### src/rtl/trap_ctrl_pkg.sv
`default_nettype none
// ============================================================================
//  Module      : trap_ctrl_pkg
//  Description : Shared constants and types for the machine-mode trap
//                sequencer: CSR addresses, mstatus field positions,
//                interrupt masks, mcause codes, event encodings, FSM states.
//  Revision    : 1.0 - initial release
// ============================================================================
package trap_ctrl_pkg;

  // Machine-mode CSR addresses
  localparam logic [11:0] CSR_MSTATUS = 12'h300;
  localparam logic [11:0] CSR_MIE     = 12'h304;
  localparam logic [11:0] CSR_MTVEC   = 12'h305;
  localparam logic [11:0] CSR_MEPC    = 12'h341;
  localparam logic [11:0] CSR_MCAUSE  = 12'h342;
  localparam logic [11:0] CSR_MIP     = 12'h344;

  // mstatus field positions
  localparam int MSTATUS_MIE    = 3;
  localparam int MSTATUS_MPIE   = 7;
  localparam int MSTATUS_MPP_LO = 11;
  localparam int MSTATUS_MPP_HI = 12;

  // mip / mie bit positions and the machine-level interrupt mask
  localparam int          IRQ_MSI_BIT = 3;
  localparam int          IRQ_MTI_BIT = 7;
  localparam int          IRQ_MEI_BIT = 11;
  localparam logic [11:0] IRQ_MASK    = 12'h888;

  // mcause codes
  localparam logic [3:0] CODE_MSI      = 4'd3;
  localparam logic [3:0] CODE_MTI      = 4'd7;
  localparam logic [3:0] CODE_MEI      = 4'd11;
  localparam logic [3:0] EXC_BREAKPOINT = 4'd3;
  localparam logic [3:0] EXC_ECALL_M   = 4'd11;

  // evt_kind one-hot encodings
  localparam logic [2:0] EVT_EBREAK = 3'b001;
  localparam logic [2:0] EVT_ECALL  = 3'b010;
  localparam logic [2:0] EVT_MRET   = 3'b100;

  typedef enum logic [2:0] {
    S_IDLE  = 3'd0,
    S_EPC   = 3'd1,
    S_CAUSE = 3'd2,
    S_STAT  = 3'd3,
    S_RSTAT = 3'd4,
    S_REDIR = 3'd5
  } state_e;

endpackage : trap_ctrl_pkg
`default_nettype wire

### src/rtl/trap_ctrl_irq_sel.sv
`default_nettype none
// ============================================================================
//  Module      : trap_ctrl_irq_sel
//  Description : Combinational machine-interrupt pending detector and
//                priority encoder (MEI > MSI > MTI).
//  Ports       : mstatus_mie - global machine interrupt enable
//                mie, mip    - low 12 bits of mie / mip
//                irq_pend    - an enabled interrupt is pending and MIE=1
//                code        - cause code of the winning interrupt
//  Revision    : 1.0 - initial release
// ============================================================================
module trap_ctrl_irq_sel
  import trap_ctrl_pkg::*;
(
  input  logic        mstatus_mie,
  input  logic [11:0] mie,
  input  logic [11:0] mip,
  output logic        irq_pend,
  output logic [3:0]  code
);

  logic [11:0] w_act;

  assign w_act    = mie & mip & IRQ_MASK;
  assign irq_pend = mstatus_mie & (|w_act);

  always_comb begin
    code = 4'd0;
    if (w_act[IRQ_MEI_BIT])      code = CODE_MEI;
    else if (w_act[IRQ_MSI_BIT]) code = CODE_MSI;
    else if (w_act[IRQ_MTI_BIT]) code = CODE_MTI;
  end

endmodule : trap_ctrl_irq_sel
`default_nettype wire

### src/rtl/trap_ctrl.sv
`default_nettype none
// ============================================================================
//  Module      : trap_ctrl
//  Description : Multi-cycle machine-mode trap sequencer. Performs trap-entry
//                (mepc, mcause, mstatus) or mret (mstatus) CSR updates over a
//                single shared write port, then issues one PC redirect.
//                Instruction CSR writes share the port when idle.
//  Ports       : clk, rst                      - clock, sync active-high reset
//                evt_valid/kind/ready          - ebreak/ecall/mret handshake
//                pc, mstatus, mie, mip, mtvec, mepc - current core/CSR state
//                inst_csr_wen/addr/wdata/ready - instruction CSR write request
//                csr_wen/waddr/wdata           - CSR file write port
//                busy                          - sequence in progress
//                redirect_valid/pc             - one-cycle PC redirect
//                irq_taken                     - interrupt accepted strobe
//  Revision    : 1.0 - initial release
// ============================================================================
module trap_ctrl
  import trap_ctrl_pkg::*;
#(
  parameter int XLEN = 64
) (
  input  logic            clk,
  input  logic            rst,
  input  logic            evt_valid,
  input  logic [2:0]      evt_kind,
  output logic            evt_ready,
  input  logic [XLEN-1:0] pc,
  input  logic [XLEN-1:0] mstatus,
  input  logic [XLEN-1:0] mie,
  input  logic [XLEN-1:0] mip,
  input  logic [XLEN-1:0] mtvec,
  input  logic [XLEN-1:0] mepc,
  input  logic            inst_csr_wen,
  input  logic [11:0]     inst_csr_addr,
  input  logic [XLEN-1:0] inst_csr_wdata,
  output logic            inst_csr_ready,
  output logic            csr_wen,
  output logic [11:0]     csr_waddr,
  output logic [XLEN-1:0] csr_wdata,
  output logic            busy,
  output logic            redirect_valid,
  output logic [XLEN-1:0] redirect_pc,
  output logic            irq_taken
);

  state_e          state_q, state_d;
  logic [XLEN-1:0] pc_q, pc_d;
  logic [XLEN-1:0] cause_q, cause_d;
  logic            mret_q, mret_d;

  logic            irq_pend;
  logic [3:0]      irq_code;
  logic [XLEN-1:0] w_base;
  logic [XLEN-1:0] w_stat_entry;
  logic [XLEN-1:0] w_stat_return;
  logic            w_unused;

  // Only the machine-level interrupt bits participate.
  assign w_unused = ^{mie[XLEN-1:12], mip[XLEN-1:12]};

  trap_ctrl_irq_sel u_irq_sel (
    .mstatus_mie (mstatus[MSTATUS_MIE]),
    .mie         (mie[11:0]),
    .mip         (mip[11:0]),
    .irq_pend    (irq_pend),
    .code        (irq_code)
  );

  assign w_base = {mtvec[XLEN-1:2], 2'b00};

  // Trap entry: stash MIE in MPIE, disable interrupts, record M-mode as MPP.
  always_comb begin
    w_stat_entry                                 = mstatus;
    w_stat_entry[MSTATUS_MPIE]                   = mstatus[MSTATUS_MIE];
    w_stat_entry[MSTATUS_MIE]                    = 1'b0;
    w_stat_entry[MSTATUS_MPP_HI:MSTATUS_MPP_LO]  = 2'b11;
  end

  // Trap return: restore MIE from MPIE and re-arm MPIE.
  always_comb begin
    w_stat_return                                = mstatus;
    w_stat_return[MSTATUS_MIE]                   = mstatus[MSTATUS_MPIE];
    w_stat_return[MSTATUS_MPIE]                  = 1'b1;
    w_stat_return[MSTATUS_MPP_HI:MSTATUS_MPP_LO] = 2'b11;
  end

  always_ff @(posedge clk) begin
    if (rst) begin
      state_q <= S_IDLE;
      pc_q    <= '0;
      cause_q <= '0;
      mret_q  <= 1'b0;
    end else begin
      state_q <= state_d;
      pc_q    <= pc_d;
      cause_q <= cause_d;
      mret_q  <= mret_d;
    end
  end

  always_comb begin
    state_d        = state_q;
    pc_d           = pc_q;
    cause_d        = cause_q;
    mret_d         = mret_q;
    evt_ready      = 1'b0;
    inst_csr_ready = 1'b0;
    csr_wen        = 1'b0;
    csr_waddr      = '0;
    csr_wdata      = '0;
    busy           = (state_q != S_IDLE);
    redirect_valid = 1'b0;
    redirect_pc    = '0;
    irq_taken      = 1'b0;

    unique case (state_q)
      S_IDLE: begin
        // Acceptance is suppressed during reset so no strobe escapes;
        // instruction writes still forward.
        if (irq_pend && !rst) begin
          irq_taken = 1'b1;
          pc_d      = pc;
          cause_d   = {1'b1, {(XLEN-5){1'b0}}, irq_code};
          mret_d    = 1'b0;
          state_d   = S_EPC;
        end else if (evt_valid && !rst &&
                     (evt_kind == EVT_EBREAK || evt_kind == EVT_ECALL)) begin
          evt_ready = 1'b1;
          pc_d      = pc;
          cause_d   = {{(XLEN-4){1'b0}},
                       (evt_kind == EVT_ECALL) ? EXC_ECALL_M : EXC_BREAKPOINT};
          mret_d    = 1'b0;
          state_d   = S_EPC;
        end else if (evt_valid && !rst && evt_kind == EVT_MRET) begin
          evt_ready = 1'b1;
          mret_d    = 1'b1;
          state_d   = S_RSTAT;
        end else begin
          csr_wen        = inst_csr_wen;
          csr_waddr      = inst_csr_addr;
          csr_wdata      = inst_csr_wdata;
          inst_csr_ready = inst_csr_wen;
        end
      end
      S_EPC: begin
        csr_wen   = 1'b1;
        csr_waddr = CSR_MEPC;
        csr_wdata = {pc_q[XLEN-1:2], 2'b00};
        state_d   = S_CAUSE;
      end
      S_CAUSE: begin
        csr_wen   = 1'b1;
        csr_waddr = CSR_MCAUSE;
        csr_wdata = cause_q;
        state_d   = S_STAT;
      end
      S_STAT: begin
        csr_wen   = 1'b1;
        csr_waddr = CSR_MSTATUS;
        csr_wdata = w_stat_entry;
        state_d   = S_REDIR;
      end
      S_RSTAT: begin
        csr_wen   = 1'b1;
        csr_waddr = CSR_MSTATUS;
        csr_wdata = w_stat_return;
        state_d   = S_REDIR;
      end
      S_REDIR: begin
        redirect_valid = 1'b1;
        if (mret_q) begin
          redirect_pc = {mepc[XLEN-1:2], 2'b00};
        end else if (mtvec[1:0] == 2'b01 && cause_q[XLEN-1]) begin
          // Vectored mode: interrupts land at base + 4*code.
          redirect_pc = w_base + {{(XLEN-6){1'b0}}, cause_q[3:0], 2'b00};
        end else begin
          redirect_pc = w_base;
        end
        state_d = S_IDLE;
      end
      default: begin
        state_d = S_IDLE;
      end
    endcase
  end

endmodule : trap_ctrl
`default_nettype wire
### config.mk
export PLATFORM = sky130hd
export DESIGN_NAME = trap_ctrl
export DESIGN_NICKNAME = d
export VERILOG_FILES = /design/src/rtl/trap_ctrl_pkg.sv /design/src/rtl/trap_ctrl_irq_sel.sv /design/src/rtl/trap_ctrl.sv
export SDC_FILE = /design/constraint.sdc
export NUM_CORES = 1
export LEC_CHECK = 0
export CAP_MARGIN = 20
export CORE_AREA = 2 2 236 238
export CTS_CLUSTER_SIZE = 30
export DETAILED_ROUTE_END_ITERATION = 16
export DIE_AREA = 0 0 238 240
export GPL_ROUTABILITY_DRIVEN = 0
export GPL_TIMING_DRIVEN = 0
export HOLD_SLACK_MARGIN = 0.08
export PLACE_DENSITY = 0.45
export SLEW_MARGIN = 10
export SYNTH_ARGS = -nofsm -noshare
export SYNTH_HDL_FRONTEND = slang
export SYNTH_HIERARCHICAL = 1
export SYNTH_SLANG_ARGS = --single-unit
### constraint.sdc
create_clock -name clk -period 3.4 [get_ports clk]
set_input_delay 0.68 -clock clk [delete_from_list [all_inputs] [get_ports clk]]
set_output_delay 0.68 -clock clk [all_outputs]
set_load 0.1 [all_outputs]
=== After elaboration in Yosys (flattened, before gate mapping) ===
Cells that the tools add are included.

* Flip-flop bits (word level): 132
* Logic and storage cells: 71
* Output and inout port bits: 146

* Reduce and logical (&&, ||, !) cells: 16
* Multiplexer cells: 38
* Equal/unequal tests: 10
* Add/sub/neg operators: 1
* Bitwise logic cells: 2

{| class="wikitable"
|+ Operators by type and width
! cell !! count
|-
| 64-bit 2-to-1 mux || 10
|-
| 64-bit case mux with 5 select lines || 1
|-
| 64-bit by 6-bit adder with 64-bit output || 1
|-
| 12-bit case mux with 4 select lines || 1
|-
| 12-bit 2-to-1 mux || 3
|-
| 1-bit 2-to-1 mux || 14
|-
| 12-bit bitwise AND || 1
|-
| 3-bit 2-to-1 mux || 4
|-
| 4-bit 2-to-1 mux || 3
|-
| 3-bit case mux with 4 select lines || 1
|-
| 3-bit by 2-bit == test with 1-bit output (second input constant) || 3
|-
| 3-bit == test (second input constant) || 3
|-
| 3-bit by 1-bit == test with 1-bit output (second input constant) || 2
|-
| 3-bit nonzero test || 2
|-
| 1-bit logical AND || 5
|-
| 4-bit inequality test (second input constant) || 1
|-
| 2-bit AND reduction || 2
|-
| 4-bit OR reduction || 1
|-
| 3-bit logical NOT || 1
|-
| 3-bit OR reduction || 1
|-
| 2-bit by 1-bit == test with 1-bit output (second input constant) || 1
|-
| 1-bit case mux with 2 select lines || 1
|-
| 2-bit nonzero test || 1
|-
| 2-bit OR reduction || 1
|-
| 3 further kinds || 3
|}

=== Depth between registers and ports, before layout ===
* Word-level depth: 7
* Mapped depth: 11
* Gate-level depth less buffers: 9

=== Hierarchy ===
The synthesis kept the hierarchy.

{| class="wikitable"
|+ Modules (own cells, without submodules)
! module !! seq. area each (sq um) !! area an instance (sq um) !! times used !! cells each
|-
| trap_ctrl || 1421.4 || 6187.2 || 1 || 900
|-
| trap_ctrl_irq_sel || 0.0 || 48.8 || 1 || 7
|}

=== Worst setup path after synthesis ===
No wires, ideal clock.

* Kind: in2out
* Start: input port mtvec[2]
* End: output port redirect_pc[32]
* Arrival time: 5.014 ns
* Buffers on the path: 1
* Slack: -2.294 ns
* Stages on the path: 9
* Path through: ha_1 > inv_1 > fa_1 > nand2b_1 > o2bb2ai_1 > or4b_1 > buf_4 > or3_1 > a311oi_1

* Longest elaborated chain between the ends: 4

{| class="wikitable"
|+ Ends and longest elaborated chain
! what !! line !! text
|-
| start, declared || trap_ctrl.sv:32 || <nowiki>input logic [XLEN-1:0] mtvec,</nowiki>
|-
| 64-bit by 6-bit adder with 64-bit output || trap_ctrl.sv:176 || <nowiki>redirect_pc = w_base + {{(XLEN-6){1'b0}}, cause_q[3:0], 2'b00};</nowiki>
|-
| 64-bit 2-to-1 mux || trap_ctrl.sv:174 || <nowiki>end else if (mtvec[1:0] == 2'b01 && cause_q[XLEN-1]) begin</nowiki>
|-
| 64-bit 2-to-1 mux || trap_ctrl.sv:172 || <nowiki>if (mret_q) begin</nowiki>
|-
| 64-bit 2-to-1 mux || trap_ctrl.sv:117 || <nowiki>unique case (state_q)</nowiki>
|-
| end, declared || trap_ctrl.sv:43 || <nowiki>output logic [XLEN-1:0] redirect_pc,</nowiki>
|}

Every way passes these cells.

=== Worst setup path after layout ===
* Start: input port mtvec[2]
* End: output port redirect_pc[36]

The elaborated chain is that of the path after synthesis.

==> out/metrics.csv <==
metric,value,unit
status,"complete, but fails checks",
violations in the final reports,negative setup slack,
Unique masters post-synth,62,
DR pass1 iterations,6,
arrival time worst endpoint,3240,ps
"most common cell after layout, fill and taps aside",clkdlybuf4s50_1,
I/O pins,613,
clock-pin slew on the worst setup and hold paths,60,ps
post-route core utilization,0.275,
maximum buffer depth of the clock tree,2,
Root Driver,clkbuf_16,
die width,238,um
Skew-Pair Late Insertion Delay,350,ps
number of synthesized register bits,71,
Iteration-0 DRC Markers,572,
Via density,4.35,
clock skew,10.2,ps
top post-synthesis cells by area,"dfxtp_1, nand2_1, a222oi_1",
worst hold slack,448,ps
minimum clock period,3920,ps
most frequent cells in the layout,"clkdlybuf4s50_1, nand2_1, buf_4, a21oi_1, dfxtp_1",
"Slowest-stage cell, CP",or4b_4,
Max Clk Rate,0.255,GHz
Detail Route Antenna Nets,0,
Crit. End Element,primary output,
Core Footprint,54700,sq um
Placed Cells,2095,
hold buffer count at CTS,0,
pwr dens,311,nW/um^2
dpl hpwl,41100,um
area delta synth->final,141,%
DIE AREA,57100,sq um
CTS tree,done,
crit path cell chain,"buf_6, ha_4, inv_2, fa_2, nand2b_4, o2bb2ai_4, or4b_4, buf_8, nor4_4, xnor2_2, a211oi_4, buf_12",
pin count of the biggest net entering global routing,14,
worst hold-check path type,reg -> reg,
post-synth top area share,0.228,
Reg area,1440,sq um
Slew Limit Fails,0,
max_cap viols,0,
Post-Syn Instances,907,
GRT overflow,0,
CTS H-tree lvls,3,
CTS Sinks,71,
Yosys top cell by area,dfxtp_1,
first-pass GRT wire length,69500,um
vias,9630,
worst path required time,2720,ps
total power,4680,uW
asr flop ratio synth,0,
vias in the first global route,9995,
post-place setup slack,-2580,ps
Post-synth top flop,dfxtp_1,
post-synthesis sequential area ratio,0.228,
initial core utilization,0.114,
Post-Route WL,50700,um
headroom to the max-slew limit,0.281,
Yosys warning count,6,
Post-synth EDFFs,0,
fin cells,2213,
Slew @ Worst Pin,1080,ps
unrepaired setup endpoints after global routing,yes,
Remaining DRCs,0,
"Max FO, Critical Path",6,
Filler Cells Inserted,5896,
VDD IR max,0.282,mV
Setup CP Type,in -> out,
Synth Cell Area,6240,sq um
# setup viols final,50,
die height,240,um
Syn Area/Cell,6.88,sq um
Worst setup SP type,input port,
period utilisation layout,1.15,
Final Worst Setup Slack,-517,ps
Row Count,86,
Multi-input gate area,5660,sq um
CTS Buf Count,9,
WL per Instance,22.9,um
nets,1970,
layout cells sized above 1,0.375,
final hold vios,0,
CP peak stage delay,530,ps
antenna violations before repair,14,
total leakage power,0.00608,uW
IO Port Bufs,479,
Total GRT Usage,0.169,
[cell families (layout without fill, tap and decap cells)]
| kind of cell | count (synthesis) | in the layout | synth area share |
|---|---|---|---|
| buffers and inverters | 151 | 746 | 0.0955 |
| and+or+nand+nor | 361 | 361 | 0.300 |
| xor gates and xnor gates | 50 | 50 | 0.0702 |
| muxes | 11 | 11 | 0.0183 |
| AOI/OAI and AO/OA | 257 | 257 | 0.276 |
| other | 1 | 8 | 0.000601 |
| adders and majority gates | 5 | 5 | 0.0112 |
| DFF | 71 | 71 | 0.228 |
[cell usage after synthesis (7+ instances only)]
library cell    n
buf_1           9
and3_1         13
a211oi_1        8
xor2_1         25
inv_1          71
dfxtp_1        71
o21ai_0        47
xnor2_1        25
nor4_2          7
nor2_1         49
nand4_1        25
clkbuf_1       62
a222oi_1       58
and2_1         14
nor4_1          9
a21oi_1       105
nand2_1       168
nand3_1        16
nor3_1         14
mux2i_1         8
[state kept, by name, indices dropped and copies added (netlist names)]
signal / cells
cause_q: 5
pc_q: 62
mret_q: 1
state_q: 3
[cell type report]
| class | instances | share of cell area |
|---|---|---|
| clock buffer | 10 | 0.0152 |
| multi-input combinational | 686 | 0.376 |
| clock inverter | 6 | 0.00773 |
| antenna | 6 | 0.000998 |
| inverter | 72 | 0.0180 |
| timing repair buffer | 584 | 0.398 |
| sequential | 71 | 0.0955 |
| tap | 704 | 0.0585 |
| buffer | 74 | 0.0303 |
[path summary, 6_finish.rpt]
kind         cells after the start  slack [ps]               startpoint                   end
max                             12        -520                 mtvec[2]       redirect_pc[36]
min                              2         450     pc_q[2]$_SDFFE_PP0P_  pc_q[2]$_SDFFE_PP0P_
max reg2reg                      9         900  state_q[1]$_SDFFE_PP0P_  pc_q[8]$_SDFFE_PP0P_
min reg2reg                      2         450     pc_q[2]$_SDFFE_PP0P_  pc_q[2]$_SDFFE_PP0P_
[where the power goes]
part / switching [uW] / internal [uW]
logic: 1720 / 871
registers: 55.3 / 886
clock network: 424 / 725
total: 2200 / 2480
[through the flow]
step | TNS [ps] | instance area (sq um)
6_report | -10860 | 15100
4_1_cts | -8880 | 14200
3_5_place_dp | -274990 | 12800
5_1_grt | -15580 | 15000
2_1_floorplan | -9250 | 7050
3_3_place_gp | -269260 | 12700
[what timing repair did]
action                                  in CTS  in global routing
pin swaps                                   64                 92
endpoints found under the setup margin     147                 78
cloned                                       3                  0
resized for setup                         1279                171
buffers inserted                            70                 32
[worst max-delay path: cells and delay by family]
family          cells  cell delay (ps)
buf+inv             4              500
fa+ha+maj           2              460
compound gates      2              510
simple gates        3              960
xor+xnor            1              130
[metal layers]
metal | vias to the layer above | track usage | part of all wire
met4 | 8 | 0.0593 | 0.035
met5 | - | 0 | 0.00091
met1 | 4594 | 0.165 | 0.35
met2 | 507 | 0.343 | 0.54
li1 | 4444 | - | -
met3 | 77 | 0.0386 | 0.073
(Power assumes the default switching activity.)
